**config.mk**
```make
export PLATFORM = sky130hd
export DESIGN_NAME = ultrasonic_filter_flat
export DESIGN_NICKNAME = d
export VERILOG_FILES = /design/src/rtl/ultrasonic_filter_if.sv /design/src/rtl/ultrasonic_filter.sv /design/src/flat_wrapper.sv
export SDC_FILE = /design/constraint.sdc
export NUM_CORES = 1
export LEC_CHECK = 0
export ABC_AREA = 1
export BUFFER_PORTS_ARGS = -buffer_cell sky130_fd_sc_hd__buf_2
export CORE_MARGIN = 8
export CORE_UTILIZATION = 45
export DETAILED_ROUTE_END_ITERATION = 16
export PLACE_DENSITY = 0.61
export RECOVER_POWER = 100
export SETUP_SLACK_MARGIN = 0.2
export SYNTH_ARGS = -nofsm -noshare
export SYNTH_HDL_FRONTEND = slang
export SYNTH_SLANG_ARGS = --single-unit
```
**constraint.sdc**
```tcl
create_clock -name clk0 -period 3.8 [get_ports clk0]
set_input_delay 0 -clock clk0 [delete_from_list [all_inputs] [get_ports clk0]]
set_output_delay 0 -clock clk0 [all_outputs]
set_load 0.01 [all_outputs]
```
**src/rtl/ultrasonic_filter_if.sv**
```systemverilog
// Echo-result bus between the ultrasonic driver side (master) and the range filter (slave).
// Carries the trigger/result inputs and all filtered outputs, including the optional BCD copy.
interface ultrasonic_filter_if;
    logic        trig;
    logic [15:0] result;
    logic [15:0] dist_avg;
    logic        valid;
    logic        sample_stb;
    logic        near;
    logic        lost;
    logic [19:0] bcd;
    logic        bcd_valid;

    modport master (
        output trig, result,
        input  dist_avg, valid, sample_stb, near, lost, bcd, bcd_valid
    );

    modport slave (
        input  trig, result,
        output dist_avg, valid, sample_stb, near, lost, bcd, bcd_valid
    );
endinterface

```
**src/rtl/ultrasonic_filter.sv**
```systemverilog
// Range filter: moving average, near alarm with hysteresis, echo-loss flag; ULTRASONIC_BCD_EN adds a BCD copy.
// Latency: result captured on the trig rise edge, outputs and sample_stb visible 2 edges later (BCD +17 cycles).
// Backpressure: none; accepts one sample per trig rise, at most one per cycle, never stalls.
module ultrasonic_filter #(
    parameter int LOG2_WIN   = 3,
    parameter int MAX_DIST   = 4000,
    parameter int NEAR_ON    = 300,
    parameter int NEAR_OFF   = 350,
    parameter int MISS_LIMIT = 4
) (
    input  logic               clk0,
    input  logic               rst,
    ultrasonic_filter_if.slave bus
);
    localparam int WIN    = 1 << LOG2_WIN;
    localparam int SUM_W  = 16 + LOG2_WIN;
    localparam int MISS_W = $clog2(MISS_LIMIT + 1);
    localparam logic [15:0]       MAX_D    = 16'(MAX_DIST);
    localparam logic [15:0]       ON_T     = 16'(NEAR_ON);
    localparam logic [15:0]       OFF_T    = 16'(NEAR_OFF);
    localparam logic [LOG2_WIN:0] FULL     = (LOG2_WIN + 1)'(WIN);
    localparam logic [MISS_W-1:0] MISS_MAX = MISS_W'(MISS_LIMIT);

    logic                trig_q, trig_d;
    logic                cap_q, cap_d;
    logic [15:0]         sample_q, sample_d;
    logic                acc_q, acc_d;
    logic [15:0]         buf_q [WIN];
    logic [15:0]         buf_d [WIN];
    logic [SUM_W-1:0]    sum_q, sum_d;
    logic [LOG2_WIN-1:0] wr_ptr_q, wr_ptr_d;
    logic [LOG2_WIN:0]   fill_q, fill_d;
    logic [MISS_W-1:0]   miss_q, miss_d;
    logic                lost_q, lost_d;
    logic [15:0]         dist_avg_q, dist_avg_d;
    logic                valid_q, valid_d;
    logic                stb_q, stb_d;
    logic                near_q, near_d;
    logic                rise, accept;
    logic [15:0]         avg_new;

    always_comb begin
        trig_d   = bus.trig;
        rise     = bus.trig & ~trig_q;
        cap_d    = rise;
        sample_d = rise ? bus.result : sample_q;
        acc_d    = cap_q;
        accept   = (sample_q != '0) && (sample_q <= MAX_D);

        buf_d    = buf_q;
        sum_d    = sum_q;
        wr_ptr_d = wr_ptr_q;
        fill_d   = fill_q;
        miss_d   = miss_q;
        lost_d   = lost_q;
        if (cap_q) begin
            if (accept) begin
                sum_d            = sum_q + SUM_W'(sample_q) - SUM_W'(buf_q[wr_ptr_q]);
                buf_d[wr_ptr_q]  = sample_q;
                wr_ptr_d         = wr_ptr_q + 1'b1;
                fill_d           = (fill_q == FULL) ? fill_q : fill_q + 1'b1;
                miss_d           = '0;
                lost_d           = 1'b0;
            end else begin
                miss_d = (miss_q == MISS_MAX) ? miss_q : miss_q + 1'b1;
                // Echo considered gone: drop the stale window so the average restarts cleanly.
                if (miss_d == MISS_MAX) begin
                    for (int i = 0; i < WIN; i++) buf_d[i] = '0;
                    sum_d    = '0;
                    wr_ptr_d = '0;
                    fill_d   = '0;
                    lost_d   = 1'b1;
                end
            end
        end

        avg_new    = sum_q[LOG2_WIN +: 16];
        dist_avg_d = dist_avg_q;
        valid_d    = valid_q;
        near_d     = near_q;
        stb_d      = acc_q;
        if (acc_q) begin
            dist_avg_d = avg_new;
            valid_d    = (fill_q == FULL);
            if (!valid_d)              near_d = 1'b0;
            else if (avg_new < ON_T)   near_d = 1'b1;
            else if (avg_new > OFF_T)  near_d = 1'b0;
        end
    end

    always_ff @(posedge clk0) begin
        if (rst) begin
            trig_q     <= 1'b0;
            cap_q      <= 1'b0;
            sample_q   <= '0;
            acc_q      <= 1'b0;
            for (int i = 0; i < WIN; i++) buf_q[i] <= '0;
            sum_q      <= '0;
            wr_ptr_q   <= '0;
            fill_q     <= '0;
            miss_q     <= '0;
            lost_q     <= 1'b0;
            dist_avg_q <= '0;
            valid_q    <= 1'b0;
            stb_q      <= 1'b0;
            near_q     <= 1'b0;
        end else begin
            trig_q     <= trig_d;
            cap_q      <= cap_d;
            sample_q   <= sample_d;
            acc_q      <= acc_d;
            buf_q      <= buf_d;
            sum_q      <= sum_d;
            wr_ptr_q   <= wr_ptr_d;
            fill_q     <= fill_d;
            miss_q     <= miss_d;
            lost_q     <= lost_d;
            dist_avg_q <= dist_avg_d;
            valid_q    <= valid_d;
            stb_q      <= stb_d;
            near_q     <= near_d;
        end
    end

    assign bus.dist_avg   = dist_avg_q;
    assign bus.valid      = valid_q;
    assign bus.sample_stb = stb_q;
    assign bus.near       = near_q;
    assign bus.lost       = lost_q;

`ifdef ULTRASONIC_BCD_EN
    logic [15:0] bin_q, bin_d;
    logic [19:0] dd_q, dd_d;
    logic [19:0] dd_adj;
    logic [4:0]  cnt_q, cnt_d;
    logic        busy_q, busy_d;
    logic [19:0] bcd_q, bcd_d;
    logic        bcd_valid_q, bcd_valid_d;

    // Double-dabble: add 3 to any digit >= 5, then shift one binary bit in per cycle.
    always_comb begin
        dd_adj = dd_q;
        for (int i = 0; i < 5; i++) begin
            if (dd_q[4*i +: 4] >= 4'd5) dd_adj[4*i +: 4] = dd_q[4*i +: 4] + 4'd3;
        end
        bin_d       = bin_q;
        dd_d        = dd_q;
        cnt_d       = cnt_q;
        busy_d      = busy_q;
        bcd_d       = bcd_q;
        bcd_valid_d = bcd_valid_q;
        if (stb_q) begin
            bin_d       = dist_avg_q;
            dd_d        = '0;
            cnt_d       = 5'd16;
            busy_d      = 1'b1;
            bcd_valid_d = 1'b0;
        end else if (busy_q) begin
            {dd_d, bin_d} = {dd_adj[18:0], bin_q, 1'b0};
            cnt_d         = cnt_q - 1'b1;
            if (cnt_q == 5'd1) begin
                busy_d      = 1'b0;
                bcd_d       = dd_d;
                bcd_valid_d = 1'b1;
            end
        end
    end

    always_ff @(posedge clk0) begin
        if (rst) begin
            bin_q       <= '0;
            dd_q        <= '0;
            cnt_q       <= '0;
            busy_q      <= 1'b0;
            bcd_q       <= '0;
            bcd_valid_q <= 1'b0;
        end else begin
            bin_q       <= bin_d;
            dd_q        <= dd_d;
            cnt_q       <= cnt_d;
            busy_q      <= busy_d;
            bcd_q       <= bcd_d;
            bcd_valid_q <= bcd_valid_d;
        end
    end

    assign bus.bcd       = bcd_q;
    assign bus.bcd_valid = bcd_valid_q;
`else
    assign bus.bcd       = '0;
    assign bus.bcd_valid = 1'b0;
`endif
endmodule

```
**src/flat_wrapper.sv**
```systemverilog
// flat-port wrapper written by rule: the top's interface ports become plain ports
module ultrasonic_filter_flat 
#(
    parameter int LOG2_WIN   = 3,
    parameter int MAX_DIST   = 4000,
    parameter int NEAR_ON    = 300,
    parameter int NEAR_OFF   = 350,
    parameter int MISS_LIMIT = 4
)
  (clk0, rst, bus_trig, bus_result, bus_dist_avg, bus_valid, bus_sample_stb, bus_near, bus_lost, bus_bcd, bus_bcd_valid);
  ultrasonic_filter_if bus_i ();
  input  logic clk0;
  input  logic rst;
  input wire logic [$bits(bus_i.trig)-1:0] bus_trig;
  input wire logic [$bits(bus_i.result)-1:0] bus_result;
  output wire logic [$bits(bus_i.dist_avg)-1:0] bus_dist_avg;
  output wire logic [$bits(bus_i.valid)-1:0] bus_valid;
  output wire logic [$bits(bus_i.sample_stb)-1:0] bus_sample_stb;
  output wire logic [$bits(bus_i.near)-1:0] bus_near;
  output wire logic [$bits(bus_i.lost)-1:0] bus_lost;
  output wire logic [$bits(bus_i.bcd)-1:0] bus_bcd;
  output wire logic [$bits(bus_i.bcd_valid)-1:0] bus_bcd_valid;
  assign bus_i.trig = bus_trig;
  assign bus_i.result = bus_result;
  assign bus_dist_avg = bus_i.dist_avg;
  assign bus_valid = bus_i.valid;
  assign bus_sample_stb = bus_i.sample_stb;
  assign bus_near = bus_i.near;
  assign bus_lost = bus_i.lost;
  assign bus_bcd = bus_i.bcd;
  assign bus_bcd_valid = bus_i.bcd_valid;
  ultrasonic_filter #(.LOG2_WIN(LOG2_WIN), .MAX_DIST(MAX_DIST), .NEAR_ON(NEAR_ON), .NEAR_OFF(NEAR_OFF), .MISS_LIMIT(MISS_LIMIT)) u_core (.clk0(clk0), .rst(rst), .bus(bus_i));
endmodule
```
==> implementation parameters, run 1 <==
Parameter                              Value

Synthesis
  Top cell type by total area after synthesis ... dfxtp_1
  Sequential area share after synthesis ... 0.412
  Post-synth top flop ... dfxtp_1
  Yosys cell types ... 40
  Synth top area cells ... dfxtp_1 (41%), nand2_1 (16%), nand3_1 (7.2%), inv_1 (4.3%), a21oi_1 (4.3%)
  Total number of yosys warnings ... 0
  Top-area cell type share of the netlist area ... 0.412
  Number of flip-flops and latches in the synthesized netlist ... around 200
  Mean instance size in the synthesized netlist ... between 7 and 8 sq um
  Proportion of register bits with asynchronous set or reset after synthesis ... 0
  Cell count after synthesis ... between 1,000 and 1,500
  Cell with the most instances after synthesis ... nand2_1
  Most instantiated cells after synthesis ... nand2_1 (416), dfxtp_1 (196), nand3_1 (137)
  Number of enable flip-flop cells after synthesis ... 0
  Mapped cell area ... 9530 sq um

Finish
  Syn-to-layout area delta ... 12.5%
  Design area ... approximately 11,000 sq um
  Number of standard cells in the final layout excluding fillers ... 1,649
  Number of inserted filler cells in the final layout ... 2,121
  Number of nets in the layout ... 1,423
  Layout cell share with drive strength beyond 1 ... 0.0859
  Total inserted antenna cells ... 0

Global routing
  Gr usage total ... 0.209
  Pin count of the biggest net entering global routing ... 80
  Number of antenna violations at the first check in global routing ... 0
  Wire length of the first global-routing pass ... ~43,000 um
  Via count of the first global-routing pass ... 7,898
  Total gr overflow ... 0

Clock network
  Number of buffers created by CTS ... 17
  CTS tree ... done
  Clock input transition at the sequential cells of the worst setup and hold paths ... 0.07 ns
  Largest buffer count on any clock path ... 2
  Root cell of the clock tree ... clkbuf_16
  Clock latency at the later pin of the worst-skew pair ... 0.43 ns
  Deepest level of the CTS H-tree ... 4
  Clock sink count ... between 150 and 200

Place
  Pre-CTS setup slack ... ~0.22 ns
  Hpwl dp ... about 19,000 um
  Routability cong. ... 0.964
  Placed instance area ... 9920 sq um
  Placed Cells incl. Taps ... around 1,600
  Quantity of I/O buffers inserted on ports ... 38

Routing
  Initial drt markers ... 706
  Met3 wirelength from detailed routing ... 1670 um
  Highest metal layer with signal wires ... met4
  Number of detailed-route iterations in the first pass ... 6
  Wire length on met2 ... 13,000 um
  Wire length the detailed router placed on met1 ... 12,200 um
  Final wirelength ... roughly 28,000 um
  Routed wire length per instance ... 16.7 um
  Via-per-instance ratio ... 5.16
  DRT antenna net count ... 0
  Number of DRC violations after detailed routing ... 0
  Routed vias ... 8,515

STA
  Final total negative setup slack ... 0 ns
  Worst clock skew ... 0.00927 ns
  Maximum clock rate ... 288 MHz
  Final hold violations ... 0
  Worst slew pin tran ... about 1.6 ns
  Slew Viols, Final ... 17
  Unrepaired setup endpoints after global routing ... true
  Final worst setup slack ... 0.329 ns
  Fin crit share ... 0.913
  Worst slew margin ... -0.0852
  Time the worst path needs with I/O delays and setup ... 3.47 ns
  Setup-failing EPs final ... 0

Critical path
  Cells traversed along the worst timing path ... buf_4 -> nand3_1 -> clkinv_1 -> buf_4 -> a221oi_1 -> nand3_2 -> fa_1 -> inv_1 -> ha_1 -> nand2_1 -> nand3_1 -> nand2_1 -> nand2_1 -> nand3_1 -> nand2_1 -> nand2_1 -> nand3_1 -> a21oi_1
  Setup crit start kind ... flop
  Crit path buf inv count ... 4
  FF-to-FF Start ... u_core.wr_ptr_q[1]$_SDFFE_PP0P_
  Endpoint kind of the worst setup timing path ... flop
  Maximum fanout count along the critical path ... 17
  Arrival time worst endpoint ... approximately 3.8 ns
  Critical path launch point ... u_core.wr_ptr_q[1]$_SDFFE_PP0P_
  Crit Path Class ... reg2reg
  Slowest cell on the critical path ... fa_1
  Reg2reg end ... u_core.sum_q[13]$_SDFFE_PP0P_
  Timing endpoint of the critical path ... u_core.sum_q[13]$_SDFFE_PP0P_
  Depth of the most critical reg-to-reg path ... 18
  Total stage count of the critical path ... 18
  Most common cell on crit path ... nand2_1
  Slack of the worst reg-to-reg path ... 0.33 ns
  Maximum single-stage delay on the critical path ... between 0.5 and 0.6 ns
  Critical path's top delay family ... simple AND/OR/NAND/NOR gates
  Required @ worst endpoint ... 4.08 ns

Run
  Number of maximum-capacitance violations ... 1

Power
  Part of the total power dissipated in the clock network ... 0.382
  Total power per unit cell area ... 460 nW/um^2
  Logic pwr share ... 0.188
  Switching power ... 1450 uW
  Share of total power consumed by net switching ... 0.294
  Sequential share of power ... 0.430
  Peak ir drop on the vdd network ... between 200 and 300 uV
  Static leakage ... just under 0.005 uW
  Pint ... 3480 uW
  Power, Total ... ~4900 uW

Die
  Vert. Die Dim ... about 160 um
  Horizontal die dimension ... 162 um
  Floorplan Core Area ... between 20,000 and 25,000 sq um
  Starting density of the core ... 0.456
  Boundary Pins ... 60
  Floorplan row count ... 53
  Total die area ... 26,100 sq um

Status
  Run status ... complete, but fails checks
  Failing checks ... capacitance limit, slew limit

Worst hold path
  Hold WC Path Type ... in2reg
final cells by class:
| class | count | area [sq um] | area share |
|---|---|---|---|
| Clock buffer | 20 | 457 | 0.0426 |
| Clock inverter | 10 | 148 | 0.0138 |
| Sequential cell | 196 | 3930 | 0.366 |
| Tap cell | 275 | 344 | 0.0321 |
| Inverter | 122 | 463 | 0.0432 |
| Multi-Input combinational cell | 939 | 4800 | 0.448 |
| Timing Repair Buffer | 87 | 581 | 0.0541 |
worst min path at each step:
stage	start	end	slack, ns	cells after the start
finish	rst	u_core.buf_q[93]$_SDFFE_PP0P_	0.27	3
global route	rst	u_core.buf_q[95]$_SDFFE_PP0P_	0.30	3
CTS	rst	u_core.buf_q[93]$_SDFFE_PP0P_	0.26	3
detailed placement	bus_trig	u_core.trig_q$_SDFF_PP0_	0.23	3
global placement	bus_trig	u_core.trig_q$_SDFF_PP0_	0.22	3
floorplan	bus_trig	u_core.trig_q$_SDFF_PP0_	0.12	2
state kept, by name, indices dropped and copies added, names as in the netlist, 3 cells and up:
register,count
u_core.sum_q,19
u_core.buf_q,128
u_core.miss_q,3
u_core.bus.dist_avg,16
u_core.fill_q,4
u_core.wr_ptr_q,3
u_core.sample_q,16
metal layers:
metal	global-route usage	up-vias
met5	0	-
met4	0.0614	0
met3	0.0361	36
met2	0.348	245
met1	0.274	3935
li1	-	4299
logic make-up (layout without fill, tap and decap cells):
kind of cell / after synthesis / count (layout) / share of synthesized area
AO/OA/AOI/OAI: 174 / 174 / 0.111
XOR/XNOR: 13 / 13 / 0.0119
adder cells (fa/ha/maj): 41 / 41 / 0.0664
buffers and inverters: 207 / 239 / 0.0967
flip-flops: 196 / 196 / 0.412
other: 1 / 21 / 0.000393
AND/OR/NAND/NOR: 690 / 690 / 0.301
cells in the final DEF (no fill, tap or decap), drive strengths merged, types with 2 or more instances in the layout:
master,n
a21oi,81
a221oi,9
a22o,7
a22oi,21
and2,2
buf,48
bufinv,3
clkbuf,42
clkinv,4
clkinvlp,3
conb,21
dfxtp,196
dlygate4sd3,17
fa,16
ha,25
inv,122
nand2,419
nand3,139
nand3b,6
nand4,17
nor2,100
nor3,4
o211ai,2
o21ai,51
xnor2,3
xor2,10
power groups by stage:
stage / Clock (uW) / Combinational, uW / Sequential [uW]
final: 1890 / 929 / 2120
after global routing: 2020 / 1040 / 2130
after CTS: 1910 / 875 / 2120
after detailed placement: 0 / 856 / 2170
after global placement: 0 / 856 / 2170
after floorplan: 0 / 659 / 2170
stage by stage:
| step | hold slack, ns | util |
|---|---|---|
| after floorplan | 0.125 | - |
| after global placement | 0.221 | 0.475 |
| after detailed placement | 0.227 | 0.475 |
| after CTS | 0.264 | 0.512 |
| after global routing | 0.297 | 0.513 |
| final | 0.274 | 0.513 |
tightest hold or removal path, cell delays in order:
cell and delay, ns:
buf_2 0.11, buf_4 0.38, nor2_1 0.17
repair_timing:
| item | 4_1_cts | 5_1_grt |
|---|---|---|
| gates resized for setup | 0 | 32 |
| setup endpoints to repair | 0 | 15 |
| endpoints found under the hold margin | 17 | 0 |
| hold buffers | 17 | 0 |
| buffers inserted | 0 | 1 |
Power figures use the tool's default switching activity.
==> run 2, diff against run 1 <==
CELL_PAD_IN_SITES_DETAIL_PLACEMENT = 2   (was unset)
CELL_PAD_IN_SITES_GLOBAL_PLACEMENT = 2   (was unset)
CORE_UTILIZATION = 35   (was 45)
PLACE_DENSITY = 0.78   (was 0.61)
==> implementation parameters, run 2 (synthesis results as in run 1) <==
Parameter                              Value

Finish
  Biggest registers after layout ... u_core.buf_q: 128 flops, u_core.sum_q: 19 flops (unchanged)
  Register name with the most flops ... u_core.buf_q (unchanged)
  Final core occ ... 0.414 (was 0.513)
  Number of standard cells in the final layout excluding fillers ... 1,739 (was 1,649)
  Syn-to-layout area delta ... 16.7% (was 12.5%)
  Commonest non-fill, non-tap cells in the layout ... nand2_1 (410), dfxtp_1 (194), nand3_1 (133) (was nand2_1 (415), dfxtp_1 (194), nand3_1 (136))
  Max reg flops ... 128 (unchanged)
  Design area ... 11,100 sq um (was 10,700 sq um)
  Number of nets in the layout ... 1,444 (was 1,423)
  Most common cell after layout, fill and taps aside ... nand2_1 (unchanged)
  Layout cell share with drive strength beyond 1 ... 0.120 (was 0.0859)

Routing
  Via-per-instance ratio ... 5.35 (was 5.16)
  Initial drt markers ... 517 (was 706)
  Routed wire length per instance ... 22.2 um (was 16.7 um)
  DRT antenna net count ... 0 (unchanged)
  Number of detailed-route iterations in the first pass ... 4 (was 6)
  Routed vias ... 9,309 (was 8,515)
  Number of DRC violations after detailed routing ... 0 (unchanged)
  Final wirelength ... 38,700 um (was 27,500 um)

STA
  Unrepaired setup endpoints after global routing ... true (unchanged)
  Time the worst path needs with I/O delays and setup ... 3.60 ns (was 3.47 ns)
  Setup-failing EPs final ... 0 (unchanged)
  Worst slew pin tran ... 1.85 ns (was 1.62 ns)
  Worst clock skew ... 0.0164 ns (was 0.00927 ns)
  Final hold violations ... 0 (unchanged)
  Fin crit share ... 0.946 (was 0.913)
  Maximum clock rate ... 278 MHz (was 288 MHz)
  Final worst setup slack ... 0.204 ns (was 0.329 ns)
  Worst slew margin ... -0.234 (was -0.0852)
  Slew Viols, Final ... 97 (was 17)

Power
  Power, Total ... 5160 uW (was 4940 uW)
  Total power per unit cell area ... 463 nW/um^2 (was 460 nW/um^2)
  Peak ir drop on the vdd network ... 304 uV (was 261 uV)
  Static leakage ... 0.00497 uW (was 0.00484 uW)

Worst hold path
  Hold endpoint ... u_core.trig_q$_SDFF_PP0_ (was u_core.buf_q[93]$_SDFFE_PP0P_)
  Worst Min Path Start ... bus_trig (was rst)
  Number of instances on the worst hold path ... 4 (was 3)
  Hold WC Path Type ... in2reg (unchanged)

Critical path
  Reg2reg end ... u_core.sum_q[16]$_SDFFE_PP0P_ (was u_core.sum_q[13]$_SDFFE_PP0P_)
  Depth of the most critical reg-to-reg path ... 23 (was 18)
  Crit path buf inv count ... 6 (was 4)
  FF-to-FF Start ... u_core.wr_ptr_q[1]$_SDFFE_PP0P_ (unchanged)
  Required @ worst endpoint ... 4.05 ns (was 4.08 ns)
  Slack of the worst reg-to-reg path ... 0.20 ns (was 0.33 ns)
  Setup crit start kind ... flop (unchanged)
  Maximum fanout count along the critical path ... 14 (was 17)
  Crit Path Class ... reg2reg (unchanged)
  Endpoint kind of the worst setup timing path ... flop (unchanged)
  Arrival time worst endpoint ... 3.85 ns (was 3.75 ns)
  Critical path's top delay family ... simple AND/OR/NAND/NOR gates (unchanged)
  Cells traversed along the worst timing path ... buf_4 -> nand3_1 -> clkinv_1 -> buf_6 -> nand2_1 -> nand2_1 -> nor2_2 -> nand4_1 -> ha_1 -> inv_1 -> ha_2 -> inv_1 -> fa_1 -> inv_1 -> nand3_1 -> nand3_1 -> nand2_1 -> nand2_1 -> nand2_1 -> nand2_1 -> nand2_1 -> nand3_1 -> a21oi_1 (was buf_4 -> nand3_1 -> clkinv_1 -> buf_4 -> a221oi_1 -> nand3_2 -> fa_1 -> inv_1 -> ha_1 -> nand2_1 -> nand3_1 -> nand2_1 -> nand2_1 -> nand3_1 -> nand2_1 -> nand2_1 -> nand3_1 -> a21oi_1)
  Most common cell on crit path ... nand2_1 (unchanged)
  Slowest cell on the critical path ... fa_1 (unchanged)
  Maximum single-stage delay on the critical path ... 0.41 ns (was 0.51 ns)

Status
  Failing checks ... capacitance limit, slew limit (unchanged)
  Run status ... complete, but fails checks (unchanged)

Die
  Floorplan Core Area ... 26,900 sq um (was 20,900 sq um)
  Vert. Die Dim ... 181 um (was 162 um)
  Starting density of the core ... 0.355 (was 0.456)
  Total die area ... 32,800 sq um (was 26,100 sq um)
  Boundary Pins ... 60 (unchanged)
  Horizontal die dimension ... 181 um (was 162 um)
  Floorplan row count ... 60 (was 53)

Clock network
  Largest buffer count on any clock path ... 2 (unchanged)
  Number of buffers created by CTS ... 17 (unchanged)
  Root cell of the clock tree ... clkbuf_16 (unchanged)
  Deepest level of the CTS H-tree ... 4 (unchanged)
  CTS tree ... done (unchanged)
  Clock sink count ... 196 (unchanged)
  Clock latency at the later pin of the worst-skew pair ... 0.45 ns (was 0.43 ns)
  Clock input transition at the sequential cells of the worst setup and hold paths ... 0.08 ns (was 0.07 ns)

Global routing
  Via count of the first global-routing pass ... 10,100 (was 7,898)
  Gr usage total ... 0.229 (was 0.209)
  Wire length of the first global-routing pass ... 58,900 um (was 43,300 um)
  Pin count of the biggest net entering global routing ... 80 (unchanged)
  Total gr overflow ... 0 (unchanged)
  Number of antenna violations at the first check in global routing ... 1 (was 0)

Place
  Placed instance area ... 10,200 sq um (was 9920 sq um)
  Hpwl dp ... 24,900 um (was 18,800 um)
  Routability cong. ... 0.802 (was 0.964)
  Pre-CTS setup slack ... -0.0338 ns (was 0.224 ns)
  Placed Cells incl. Taps ... 1,687 (was 1,601)
  Quantity of I/O buffers inserted on ports ... 38 (unchanged)

Run
  Number of maximum-capacitance violations ... 2 (was 1)
==> run 2: cell types whose count changed in the layout (fill, tap and decap cells not counted), sizes merged <==
cell	before	now
buf	48	67
clkinv	4	9
bufinv	3	0
inv	122	124
clkbuf	42	43
clkinvlp	3	2
diode	0	1
==> run 2: worst max-delay path by stage <==
stage | startpoint | to | slack [ns] | cells after the start
4_1_cts | u_core.wr_ptr_q[1]$_SDFFE_PP0P_ | u_core.sum_q[18]$_SDFFE_PP0P_ | 0.21 | 22
3_5_place_dp | u_core.wr_ptr_q[0]$_SDFFE_PP0P_ | u_core.sum_q[18]$_SDFFE_PP0P_ | -0.03 | 18
6_report | u_core.wr_ptr_q[1]$_SDFFE_PP0P_ | u_core.sum_q[16]$_SDFFE_PP0P_ | 0.20 | 23
2_1_floorplan | u_core.wr_ptr_q[0]$_SDFFE_PP0P_ | u_core.sum_q[13]$_SDFFE_PP0P_ | 0.65 | 20
3_3_place_gp | u_core.wr_ptr_q[0]$_SDFFE_PP0P_ | u_core.sum_q[18]$_SDFFE_PP0P_ | 0.13 | 17
5_1_grt | u_core.wr_ptr_q[1]$_SDFFE_PP0P_ | u_core.sum_q[16]$_SDFFE_PP0P_ | 0.03 | 23
==> run 2: final cells by class <==
type	count	area, sq um
antenna	1	2.50
clock buffer	19	453
clock inverter	13	154
fill	3170	15700
inverter	122	465
multi-input combinational	939	4920
sequential	196	3930
tap	341	427
timing repair buffer	108	774
==> run 2: per-layer routing <==
metal | part of all wire | GRT usage | vias to the layer above
li1 | - | - | 4341
met1 | 0.43 | 0.277 | 4769
met2 | 0.52 | 0.417 | 145
met3 | 0.026 | 0.0275 | 54
met4 | 0.022 | 0.0666 | 0
met5 | 0 | 0 | -
==> run 2: what timing repair did <==
item | 4_1_cts | 5_1_grt
hold buffers | 17 | 0
gates resized for setup | 13 | 60
setup buffers | 2 | 0
pin swaps | 4 | 21
endpoints found under the setup margin | 13 | 15
hold endpoints to repair | 17 | 0
==> run 2: tightest hold or removal path, stage by stage <==
cell,delay (ns)
dlygate4sd3_1,0.53
buf_2,0.10
inv_1,0.04
nor2_1,0.07
==> run 2: metrics by stage <==
step	TNS, ns	hold WS [ns]
2_1_floorplan	0	0.125
3_3_place_gp	0	0.216
3_5_place_dp	-0.0338	0.233
4_1_cts	0	0.284
5_1_grt	0	0.356
6_report	0	0.335
==> run 2: where the power goes <==
part	total [uW]	switching (uW)	internal [uW]
clock network	1900	975	925
logic	1130	752	383
registers	2120	30.8	2090
